[config.mk]
export PLATFORM = sky130hd
export DESIGN_NAME = alu_exec
export DESIGN_NICKNAME = d
export VERILOG_FILES = /design/src/rtl/alu_exec.sv
export SDC_FILE = /design/constraint.sdc
export NUM_CORES = 1
export LEC_CHECK = 0
export CORE_ASPECT_RATIO = 1.2
export CORE_UTILIZATION = 40
export DETAILED_ROUTE_END_ITERATION = 10
export SKIP_CTS_REPAIR_TIMING = 1
export SYNTH_ARGS = -nofsm -noshare
export SYNTH_HDL_FRONTEND = slang
export SYNTH_SLANG_ARGS = --single-unit
[constraint.sdc]
create_clock -name clk -period 6.65 [get_ports clk]
set_input_delay 0.9975 -clock clk [delete_from_list [all_inputs] [get_ports clk]]
set_output_delay 0.9975 -clock clk [all_outputs]
set_load 0.005 [all_outputs]
[src/rtl/alu_exec.sv]
// 16-bit execute-stage ALU. Single-cycle ops are registered at the accepting edge.
// MUL is an iterative shift-add that blocks new operations for 16 cycles.
module alu_exec (
    input  logic        clk,
    input  logic        rst,
    input  logic        en_in,
    input  logic [3:0]  alu_func,
    input  logic [15:0] alu_a,
    input  logic [15:0] alu_b,
    output logic [15:0] alu_out,
    output logic        en_out,
    output logic        busy,
    output logic [3:0]  flags
);

    localparam logic [3:0] OP_ADD = 4'b0000;
    localparam logic [3:0] OP_SUB = 4'b0001;
    localparam logic [3:0] OP_AND = 4'b0010;
    localparam logic [3:0] OP_OR  = 4'b0011;
    localparam logic [3:0] OP_XOR = 4'b0100;
    localparam logic [3:0] OP_NOT = 4'b0101;
    localparam logic [3:0] OP_SHL = 4'b0110;
    localparam logic [3:0] OP_SHR = 4'b0111;
    localparam logic [3:0] OP_MOV = 4'b1000;
    localparam logic [3:0] OP_MUL = 4'b1001;
    localparam logic [3:0] OP_INC = 4'b1010;
    localparam logic [3:0] OP_DEC = 4'b1011;

    typedef enum logic {
        S_IDLE = 1'b0,
        S_MUL  = 1'b1
    } state_t;

    state_t      state_reg, state_next;
    logic [15:0] out_reg, out_next;
    logic [3:0]  flags_reg, flags_next;
    logic        en_out_reg, en_out_next;
    logic        busy_reg, busy_next;
    logic [31:0] acc_reg, acc_next;
    logic [31:0] mcand_reg, mcand_next;
    logic [15:0] mplr_reg, mplr_next;
    logic [3:0]  count_reg, count_next;

    // Single-cycle datapath, evaluated directly from the live inputs.
    logic [16:0] sum17, diff17, inc17, dec17;
    logic [31:0] shl32, shr32;
    logic [15:0] alu_res;
    logic        alu_c, alu_v;
    logic [3:0]  alu_flags;

    always_comb begin
        alu_res = 16'h0000;
        alu_c   = 1'b0;
        alu_v   = 1'b0;
        sum17   = {1'b0, alu_a} + {1'b0, alu_b};
        diff17  = {1'b0, alu_a} - {1'b0, alu_b};
        inc17   = {1'b0, alu_a} + 17'd1;
        dec17   = {1'b0, alu_a} - 17'd1;
        // The last bit shifted out lands just outside the kept half of each 32-bit window.
        shl32   = {16'h0000, alu_a} << alu_b[3:0];
        shr32   = {alu_a, 16'h0000} >> alu_b[3:0];
        case (alu_func)
            OP_ADD: begin
                alu_res = sum17[15:0];
                alu_c   = sum17[16];
                alu_v   = (alu_a[15] == alu_b[15]) && (sum17[15] != alu_a[15]);
            end
            OP_SUB: begin
                alu_res = diff17[15:0];
                alu_c   = diff17[16];
                alu_v   = (alu_a[15] != alu_b[15]) && (diff17[15] != alu_a[15]);
            end
            OP_AND: alu_res = alu_a & alu_b;
            OP_OR:  alu_res = alu_a | alu_b;
            OP_XOR: alu_res = alu_a ^ alu_b;
            OP_NOT: alu_res = ~alu_a;
            OP_SHL: begin
                alu_res = shl32[15:0];
                alu_c   = shl32[16];
            end
            OP_SHR: begin
                alu_res = shr32[31:16];
                alu_c   = shr32[15];
            end
            OP_MOV: alu_res = alu_b;
            OP_INC: begin
                alu_res = inc17[15:0];
                alu_c   = inc17[16];
                alu_v   = ~alu_a[15] & inc17[15];
            end
            OP_DEC: begin
                alu_res = dec17[15:0];
                alu_c   = dec17[16];
                alu_v   = alu_a[15] & ~dec17[15];
            end
            default: begin
                alu_res = 16'h0000;
                alu_c   = 1'b0;
                alu_v   = 1'b0;
            end
        endcase
        alu_flags = {alu_res[15], (alu_res == 16'h0000), alu_c, alu_v};
    end

    // One shift-add step per cycle; the final step's sum is the product.
    logic [31:0] mul_sum;
    logic [3:0]  mul_flags;

    always_comb begin
        mul_sum   = acc_reg + (mplr_reg[0] ? mcand_reg : 32'h0000_0000);
        mul_flags = {mul_sum[15], (mul_sum[15:0] == 16'h0000), (mul_sum[31:16] != 16'h0000), 1'b0};
    end

    always_ff @(posedge clk or negedge rst) begin
        if (!rst) begin
            state_reg  <= S_IDLE;
            out_reg    <= 16'h0000;
            flags_reg  <= 4'h0;
            en_out_reg <= 1'b0;
            busy_reg   <= 1'b0;
            acc_reg    <= 32'h0000_0000;
            mcand_reg  <= 32'h0000_0000;
            mplr_reg   <= 16'h0000;
            count_reg  <= 4'h0;
        end else begin
            state_reg  <= state_next;
            out_reg    <= out_next;
            flags_reg  <= flags_next;
            en_out_reg <= en_out_next;
            busy_reg   <= busy_next;
            acc_reg    <= acc_next;
            mcand_reg  <= mcand_next;
            mplr_reg   <= mplr_next;
            count_reg  <= count_next;
        end
    end

    always_comb begin
        state_next  = state_reg;
        out_next    = out_reg;
        flags_next  = flags_reg;
        en_out_next = 1'b0;
        busy_next   = busy_reg;
        acc_next    = acc_reg;
        mcand_next  = mcand_reg;
        mplr_next   = mplr_reg;
        count_next  = count_reg;
        case (state_reg)
            S_IDLE: begin
                if (en_in) begin
                    if (alu_func == OP_MUL) begin
                        state_next = S_MUL;
                        busy_next  = 1'b1;
                        acc_next   = 32'h0000_0000;
                        mcand_next = {16'h0000, alu_a};
                        mplr_next  = alu_b;
                        count_next = 4'h0;
                    end else begin
                        out_next    = alu_res;
                        flags_next  = alu_flags;
                        en_out_next = 1'b1;
                    end
                end
            end
            S_MUL: begin
                acc_next   = mul_sum;
                mcand_next = {mcand_reg[30:0], 1'b0};
                mplr_next  = {1'b0, mplr_reg[15:1]};
                count_next = count_reg + 4'd1;
                if (count_reg == 4'hF) begin
                    state_next  = S_IDLE;
                    busy_next   = 1'b0;
                    out_next    = mul_sum[15:0];
                    flags_next  = mul_flags;
                    en_out_next = 1'b1;
                end
            end
            default: state_next = S_IDLE;
        endcase
    end

    assign alu_out = out_reg;
    assign flags   = flags_reg;
    assign en_out  = en_out_reg;
    assign busy    = busy_reg;

endmodule

Word level (Yosys, flattened, before mapping). Cells that the tools add are included.

Register bits after elaboration: 107. Input bits: 39. Output and inout bits: 22. Word-level logic and storage cells: 91.

Add/subtract/negate cells: 6. Equality and inequality tests: 20. Shift operators: 2. Multiplexer cells: 36. Bitwise operators: 9. Reductions and logical operators: 9.

Operator list (count): $pmux W16 S11 (1); $mux W32 (5); $pmux W32 S2 (2); $mux W16 (5); $pmux W16 S2 (2); $add A32 B32 Y32 (1); $logic_not A16 Y1 (2); $shr A32 B4 Y32 (1); $eq A4 B4 Y1 const B (5); $mux W4 (5); $add A16 B1 Y17 const B (1); $add A16 B16 Y17 (1); $shl A16 B4 Y17 (1); $sub A16 B1 Y17 const B (1); $sub A16 B16 Y17 (1); $and A16 B16 Y16 (1); $eq A4 B3 Y1 const B (4); $not A16 Y16 (1); $or A16 B16 Y16 (1); $pmux W4 S2 (2); $reduce_bool A16 Y1 (1); $xor A16 B16 Y16 (1); $mux W1 (9); $eq A4 B2 Y1 const B (2); 15 further kinds (26).

Depth between registers and ports, before layout. Gate-level depths: netlist of run 1.

Depth after elaboration: 7. Mapped depth: 15. Gate-level depth less buffers: 14.

Worst setup path after synthesis of run 1. OpenSTA, ideal clock, no wires.

Path kind: input -> register. From: input port alu_b[2]. To: register flags_reg[2], in the netlist flags[2]. Arrival time: 4479 ps. Path slack: 2094 ps. Stages: 15. Cell sequence: buf_1 inv_2 buf_1 ha_1 buf_6 nand2b_1 a221o_1 o211a_1 and4b_4 o31ai_2 o22ai_1 or3_1 a211o_1 or4_1 o21ai_1.

Cells in the longest elaborated chain, start to end: 6. Elaborated cells between the ends (all ways): 12. Those cells by class: 2 x add/sub; 2 x shift; 4 x mux; 3 x bitwise; 1 x reduce/logical.

Ends and longest elaborated chain: start, declared (line 9) `input logic [15:0] alu_b,`; $sub A16 B16 Y17, or another cell as far along (line 56) `diff17 = {1'b0, alu_a} - {1'b0, alu_b};`; $pmux W16 S11 (*) (line 62) `case (alu_func)`; $logic_not A16 Y1 (*) (line 102) `alu_flags = {alu_res[15], (alu_res == 16'h0000), alu_c, alu_v};`; $mux W4 (*) (line 151) `if (alu_func == OP_MUL) begin`; $mux W4 (*) (line 150) `if (en_in) begin`; $pmux W4 S2 (*) (line 148) `case (state_reg)`; end signal, assigned (line 128) `flags_reg <= flags_next;`; end, declared (line 36) `logic [3:0] flags_reg, flags_next;`.

Mark *: on every way between the ends. The rest lies on a longest branch, timed or not. The select of a mux whose other input is x is not followed. A chain may end at the register's enable or synchronous reset.

Worst setup path after layout of run 1.
From: input port alu_b[3]. To: register flags_reg[2], in the netlist flags[2].

Same word-level chain as after synthesis.

==> results of run 1 <==
-- worst paths after layout --
check                           depth (start not counted)           to   startpoint
worst min register to register                          2  mplr_reg[1]  mplr_reg[1]
worst min-delay path                                    2  mplr_reg[1]  mplr_reg[1]
worst max-delay path                                   13     flags[2]     alu_b[3]
worst max register to register                         14     flags[1]  mplr_reg[0]
max in group asynchronous                               2    state_reg          rst
min in group asynchronous                               1  alu_out[11]          rst
-- critical path, stage by stage --
cell and delay, ps:
clkdlybuf4s50_1 750, clkinv_1 370, ha_1 530, o21a_1 240, o31a_1 120, nor4_1 480, nor2_1 100, o41ai_1 450
nor4_1 80, or3_1 360, a211o_1 270, or4_1 510, o21ai_1 120
-- power by group through the flow --
stage / Sequential (uW) / Clock [uW] / Combinational [uW]
finish: 1190 / 601 / 2250
global route: 1230 / 643 / 2480
CTS: 1190 / 611 / 2250
detailed placement: 1200 / 0 / 2240
global placement: 1190 / 0 / 2210
floorplan: 1090 / 0 / 1600
-- synth_stat cells (12+ instances only) --
| cell | n | area share [%] |
|---|---|---|
| nand2_1 | 130 | 4.3 |
| dfrtp_1 | 106 | 23 |
| nor2_1 | 104 | 3.4 |
| a21oi_1 | 99 | 4.3 |
| o21ai_0 | 95 | 4.2 |
| ha_1 | 88 | 9.6 |
| clkbuf_1 | 81 | 2.7 |
| mux2i_1 | 63 | 5.5 |
| inv_1 | 57 | 1.9 |
| and2_1 | 42 | 2.3 |
| a22o_1 | 41 | 3.1 |
| xnor2_1 | 33 | 2.5 |
| nor3_1 | 29 | 1.3 |
| nand3_1 | 28 | 1.2 |
| o211ai_1 | 24 | 1.6 |
| nor2b_1 | 20 | 1.1 |
| a221oi_1 | 19 | 1.5 |
| o22ai_1 | 17 | 0.93 |
| a31oi_1 | 16 | 0.88 |
| nor4_1 | 16 | 0.88 |
| mux2_2 | 14 | 1.4 |
| a21o_1 | 13 | 0.86 |
| mux4_2 | 13 | 2.6 |
| o21a_1 | 13 | 0.86 |
| a211o_1 | 12 | 0.92 |
| a211oi_1 | 12 | 0.79 |
| and3_1 | 12 | 0.66 |
| buf_2 | 12 | 0.53 |
| nand2b_1 | 12 | 0.66 |
-- cells by family (layout without fill, tap and decap cells) --
family,after synthesis,after routing,share of synthesized area (%)
and+or+nand+nor,459,459,20.6
xor gates and xnor gates,43,43,3.37
DFF,106,106,23.2
buffers and inverters,167,173,5.79
muxes,90,90,9.47
adders and majority gates,91,91,10.2
AOI/OAI and AO/OA,459,459,27.4
-- through the flow --
step,utilization (%),cells,worst slack (ps)
floorplan,-,1415,2090
CTS,45.2,1800,1650
global placement,44.1,1784,1280
global route,45.2,1800,1230
detailed placement,44.1,1784,1290
finish,45.2,1800,1570
-- layout make-up --
type,count,area (um2)
inverters,61,229
repair buffers,96,858
well taps,379,474
multi-input cells,1142,8130
clock buffers,9,225
flip-flops and latches,106,2660
fillers,2873,15300
clock inverters,7,98.8
-- routing by layer --
metal / part of all wire, % / track usage, % / vias to the layer above
met5: 0 / 0 / -
met4: 6.5 / 17.2 / 0
met3: 6.4 / 3.92 / 139
met2: 48 / 49.5 / 516
met1: 40 / 36.1 / 5487
li1: - / - / 5274
==> results.cfg, run 1 <==
[clocking]
clockBufferDepth = 2
cts.htree.levels = 3
clk_pin_slew_worst_paths_ps = 70
cts_made_buffers = 9
cts_tree = built
cts.sinks = 106
clkLatencyLatePin_ps = 370
root_buffer = clkbuf_16

[worst_setup_path]
crit_arrival_ps = 5380
endpoint_kind = register
worst_setup_path_start_kind = primary input
critPathKind = primary input to register
crit_fanout = 13
crit_required_ps = 6940
r2r_setup_slack_ps = 2270

[logic_synthesis]
synth-edff-count = 0
syn-num-nets = 1545
yosysWarnings = 0
synth.avg_cell_area_um2 = 8.07
ys_seq_elements = 106
ys_seq_area_share_pct = 23.2
synth_area_um2 = 11400
ys.flop_type = dfrtp_1
async_reset_ff_share_pct = 100
synth.distinct_cells = 83
postSynthCellCount = 1415

[floorplanning]
rows = 67
ios = 61
initial_core_util_pct = 40.8
core_area_um2 = 28000
dieWidth_um = 156
die_h_um = 187
die_area_um2 = 29200

[timing]
clock.fmax_mhz = 197
hold_ws_ps = 482
hold_viol = 0
finalCritPeriodShare_pct = 76.4
setup-violations-final = 0
clock_skew_ps = 12.1
fin_crit_ps = 5080
setup_tns_ps = 0
rsz0062_at_grt = no
tightest_slew_ps = 1070
drv_slew = 0
slew_headroom_pct = 27.8

[power_and_ir_drop]
vdd_drop_max_uv = 151
p_sw_uw = 1810
comb_power_share_pct = 55.7
power_density_nw_per_um2 = 319
p_clk_share_pct = 14.9
sw_frac_of_total_pct = 44.8
p_leak_uw = 0.00543
total_power_uw = 4050
p_seq_share_pct = 29.5
internal_power_uw = 2230

[global_routing]
grt_first_pass_wirelength_um = 65900
grt_max_degree = 70
track_usage_pct = 29.6
overflow = 0
antenna_found_initial = 0
grt_pass1_vias = 11100

[placed_design]
dpl.hpwl_um = 32400
dpl-instance-area_um2 = 12300
port-buffer-count = 60
place_congestion = 1.01

[route]
vias = 11400
post_drt_wl_per_cell_um = 23.7
drtIter0Drc = 1120
routed_via_density = 6.34
route.detailed.drc = 0
first_pass_iters = 8
drt_wl_total_um = 42600
drt.antenna.violating_nets = 0

[final_layout]
nets = 1546
area_growth_pct = 11.0
final_cell_mix = nand2_1 (130), dfrtp_1 (105), nor2_1 (104)
antennaDiodeCount = 0
drive_gt1_share_pct = 8.23
fin_area_um2 = 12700
final_common_cell = nand2_1

[outcome]
status = completed

[hold_path]
worst_hold_path_type = register to register

[job]
cap_viol_max_count = 0
Note: power is estimated with default switching activity, not from simulation.
==> run 2, diff against run 1 <==
Clock period 6.65 ns to 5.3 ns, I/O delays scaled along.
==> run 2 against run 1 <==
Core utilization is 0.50 points higher. Clock power is 15% higher. Routed wire length rose by 2.1%. Flip-flop and latch count stayed put. Power grew 24%. Sequential share of layout area shrank 0.23 points. Clock-buffer cell count rose by 3. Register-to-register slack lost 1400 ps. Combinational power increased by 27%. Global-route usage up 0.52 points.
==> results.cfg, run 2 (synthesis results as in run 1) <==
[clocking]
cts_tree = built
clkLatencyLatePin_ps = 360
cts.sinks = 106
clockBufferDepth = 2
root_buffer = clkbuf_16
clk_pin_slew_worst_paths_ps = 70
cts.htree.levels = 3
cts_made_buffers = 9

[worst_setup_path]
cp_cell_sequence = clkdlybuf4s50_1, inv_1, ha_1, o21bai_1, a21oi_1, o21ai_0, nand2_1, a211o_1, a2111oi_0, buf_4, nand4_1, nor3_1, nand4_1, o21ai_1
crit_top_cell = nand4_1
crit_required_ps = 5590
worst_setup_path_start_kind = primary input
critPathKind = primary input to register
rr_worst_depth = 12
crit_fanout = 7
endpoint_kind = register
critPathMaxStageDelay_ps = 830
slowest_stage = a2111oi_0
crit_arrival_ps = 4940

[route]
post_drt_wl_per_cell_um = 23.9
route.detailed.drc = 0
drtIter0Drc = 1026
vias = 11600
drt.antenna.violating_nets = 0
first_pass_iters = 6
drt_wl_total_um = 43500
routed_via_density = 6.38

[floorplanning]
initial_core_util_pct = 40.8
core_area_um2 = 28000
dieWidth_um = 156
die_area_um2 = 29200
ios = 61
rows = 67
die_h_um = 187

[global_routing]
track_usage_pct = 30.1
grt_first_pass_wirelength_um = 67000
grt_pass1_vias = 11300
overflow = 0
grt_max_degree = 80
antenna_found_initial = 1

[power_and_ir_drop]
power_density_nw_per_um2 = 392
p_leak_uw = 0.00552
vdd_drop_max_uv = 205

[hold_path]
holdPathStages = 2
worst_hold_path_type = register to register

[final_layout]
nets = 1566
area_growth_pct = 12.2
fin_area_um2 = 12800
final_common_cell = nand2_1
final_cell_mix = nand2_1 (130), dfrtp_1 (105), nor2_1 (104)
nFillCells = 2858
drive_gt1_share_pct = 9.37

[outcome]
status = completed

[timing]
drv_slew = 0
tightest_slew_ps = 1120
setup-violations-final = 0
rsz0062_at_grt = no
finalCritPeriodShare_pct = 87.9
clock_skew_ps = 8.54
slew_headroom_pct = 23.2
setup_tns_ps = 0
hold_viol = 0
clock.fmax_mhz = 215
finalWorstSetupSlack_ps = 643
fin_crit_ps = 4660

[placed_design]
dpl-instance-area_um2 = 12500
place_congestion = 1.03
pre_cts_ws_ps = 483
port-buffer-count = 60
dpl.hpwl_um = 33300

[job]
cap_viol_max_count = 0
==> run 2: changes by cell type in the layout (fill, tap and decap cells not counted) <==
cell	delta
clkbuf_8	+1
clkbuf_1	+2
buf_12	+1
clkinv_4	+1
bufinv_16	-1
inv_6	-3
diode_2	+1
buf_4	+19
==> run 2: layout make-up <==
cell class	instances	area, um2	share of cell area [%]
tap	379	474	3.70
clock inverter	4	51.3	0.401
clock buffer	12	246	1.92
antenna	1	2.50	0.0195
inverter	61	229	1.79
multi-input combinational	1142	8130	63.5
sequential	106	2660	20.7
timing repair buffer	116	1020	7.97
==> run 2: per-layer routing <==
metal | global-route usage, % | wire, um | vias to the layer above
met5 | 0 | 0 | -
met4 | 18.0 | 2760 | 0
met3 | 3.59 | 2950 | 148
met2 | 49.9 | 20700 | 561
met1 | 37.2 | 17100 | 5596
li1 | - | - | 5311
==> run 2: worst paths after layout <==
path                               endpoint   startpoint  slack (ps)
worst max-delay path               flags[2]     alu_a[1]         640
worst min-delay path            mplr_reg[1]  mplr_reg[1]         480
worst max register to register     flags[1]  mplr_reg[0]         860
worst min register to register  mplr_reg[1]  mplr_reg[1]         480
max in group asynchronous         state_reg          rst        3700
min in group asynchronous       acc_reg[13]          rst         620
==> run 2: through the flow <==
step	hold slack [ps]	util [%]	std cells	total power (uW)
2_1_floorplan	450	-	1415	3380
3_3_place_gp	462	44.7	1804	4270
3_5_place_dp	470	44.7	1804	4310
4_1_cts	487	45.7	1820	5020
5_1_grt	499	45.7	1820	5400
6_report	482	45.7	1821	5020
==> run 2: power breakdown <==
group	internal (uW)	switching (uW)	leakage, uW
sequential	1180	296	0.00132
combinational	1220	1630	0.00406
clock	380	314	0.000143
total	2780	2240	0.00552
==> run 2: worst max-delay path: cells and delay by family <==
family,cells,cell delay (ps)
fa+ha+maj,1,410
buf+inv,3,890
compound gates,6,2180
simple gates,4,660
==> run 3, diff against run 2 <==
Settings changed: ABC_AREA from default to 1, SLEW_MARGIN from default to 10.
==> run 3 against run 2 <==
Sequential share of layout area is 1.1 points lower. First-iteration DRC count is 1.4% higher. Worst hold slack worse by 2.8 ps. Design area is 5.5% higher. Via count is 20% higher. Worst setup slack better by 660 ps. Critical path type unchanged. Largest cell class unchanged.
==> results.cfg, run 3 <==
[logic_synthesis]
synth.distinct_cells = 41
yosysWarnings = 0
synth_common_cells = nand2_1 (729), inv_1 (277), nand3_1 (273)
synthMostInstantiatedCell = nand2_1
ys.flop_type = dfrtp_1
synth.area.top_cells = nand2_1 (22%), dfrtp_1 (22%), nand3_1 (11%), ha_1 (9.0%), inv_1 (8.5%)
synth.largest_area_cell = nand2_1
ys_seq_elements = 106
synth-edff-count = 0
synth_top_cell_area_share_pct = 22.3
syn-num-nets = 2252
postSynthCellCount = 2122
async_reset_ff_share_pct = 100
synth.avg_cell_area_um2 = 5.78
ys_seq_area_share_pct = 21.6
synth_area_um2 = 12300

[placed_design]
dpl-instance-area_um2 = 13200
dpl.hpwl_um = 39100
place_congestion = 1.00
port-buffer-count = 60

[global_routing]
grt_pass1_vias = 13100
track_usage_pct = 31.2
grt_first_pass_wirelength_um = 74900
overflow = 0
antenna_found_initial = 0
grt_max_degree = 71

[timing]
clock.fmax_mhz = 250
slew_headroom_pct = 12.8
finalCritPeriodShare_pct = 75.5
rsz0062_at_grt = no
setup-violations-final = 0
clock_skew_ps = 10.6
setup_tns_ps = 0
hold_viol = 0
fin_crit_ps = 4000
drv_slew = 0
tightest_slew_ps = 1300

[route]
route.detailed.drc = 0
vias = 14000
post_drt_wl_per_cell_um = 19.3
drt.antenna.violating_nets = 0
routed_via_density = 5.52
drtIter0Drc = 1040
drt_wl_total_um = 49000
first_pass_iters = 5

[floorplanning]
dieWidth_um = 162
initial_core_util_pct = 41.1
core_area_um2 = 29900
ios = 61
die_area_um2 = 31400
rows = 69
die_h_um = 194

[worst_setup_path]
r2r_setup_slack_ps = 1820
endpoint_kind = register
crit_fanout = 22
worst_setup_path_start_kind = primary input
rr_worst_depth = 20
critPathKind = primary input to register
crit_required_ps = 5590
crit_arrival_ps = 4290

[clocking]
root_buffer = clkbuf_16
clk_pin_slew_worst_paths_ps = 70
cts_tree = built
clockBufferDepth = 2
clkLatencyLatePin_ps = 360
cts_made_buffers = 9
cts.sinks = 106
cts.htree.levels = 3

[final_layout]
final_cell_mix = nand2_1 (729), inv_1 (275), nand3_1 (273)
antennaDiodeCount = 0
drive_gt1_share_pct = 3.73
nets = 2270
final_common_cell = nand2_1
area_growth_pct = 10.2
fin_area_um2 = 13500

[power_and_ir_drop]
vdd_drop_max_uv = 304
power_density_nw_per_um2 = 429
p_leak_uw = 0.00723

[job]
cap_viol_max_count = 0

[hold_path]
worst_hold_path_type = primary input to asynchronous set/reset pin

[outcome]
status = completed
==> run 3: area by class of cell <==
type	count	area, um2
Fill cell	3317	16400
Multi-Input combinational cell	1650	8190
Sequential cell	106	2650
Inverter	285	1070
Timing Repair Buffer	88	808
Tap cell	390	488
Clock buffer	9	225
Clock inverter	6	82.6
==> run 3: worst max-delay path, stage by stage <==
cell	delay, ps
clkdlybuf4s50_1	1090
ha_1	410
inv_1	100
fa_1	430
inv_1	100
nand2_1	50
nand2_1	70
nor2_1	40
nor2_1	120
nand3_1	110
nor2_1	130
nand2_1	60
nor2_1	140
nand2_1	70
nor2_1	170
nand3_1	110
nor2_1	110
nand2_1	80
a21oi_2	100
==> run 3: path summary, 6_finish.rpt <==
check | from | end
max | alu_b[0] | flags[2]
min | rst | acc_reg[29]
max reg2reg | mplr_reg[0] | flags[1]
min reg2reg | acc_reg[4] | acc_reg[4]
max in group asynchronous | rst | state_reg
min in group clk | acc_reg[4] | acc_reg[4]
==> run 3: where the power goes <==
part           switching (uW)  internal [uW]
logic                    2350           1280
registers                 252           1200
clock network             314            409
==> run 3: cells by family after synthesis <==
family | count (synthesis) | synth area share, %
AO/OA/AOI/OAI | 252 | 12.0
XOR/XNOR | 17 | 1.21
buffers and inverters | 366 | 11.7
adder cells (fa/ha/maj) | 91 | 9.47
AND/OR/NAND/NOR | 1290 | 44.0
flip-flops | 106 | 21.6
==> run 3: per-layer routing <==
metal,GRT usage [%],up-vias,part of all wire (%)
met3,2.74,115,5.5
met2,53.2,544,48
met4,16.3,0,5.2
met5,0,-,0
li1,-,6845,-
met1,38.8,6489,41
==> run 3: stage by stage <==
step | setup WS (ps) | hold WS (ps) | utilization, % | total power [uW] | cells
detailed placement | 992 | 473 | 44.2 | 5080 | 2519
CTS | 1360 | 492 | 45.3 | 5820 | 2534
finish | 1300 | 479 | 45.3 | 5800 | 2534
global placement | 994 | 473 | 44.2 | 5050 | 2519
global route | 1100 | 514 | 45.3 | 6340 | 2534
floorplan | 2440 | 453 | - | 3920 | 2122
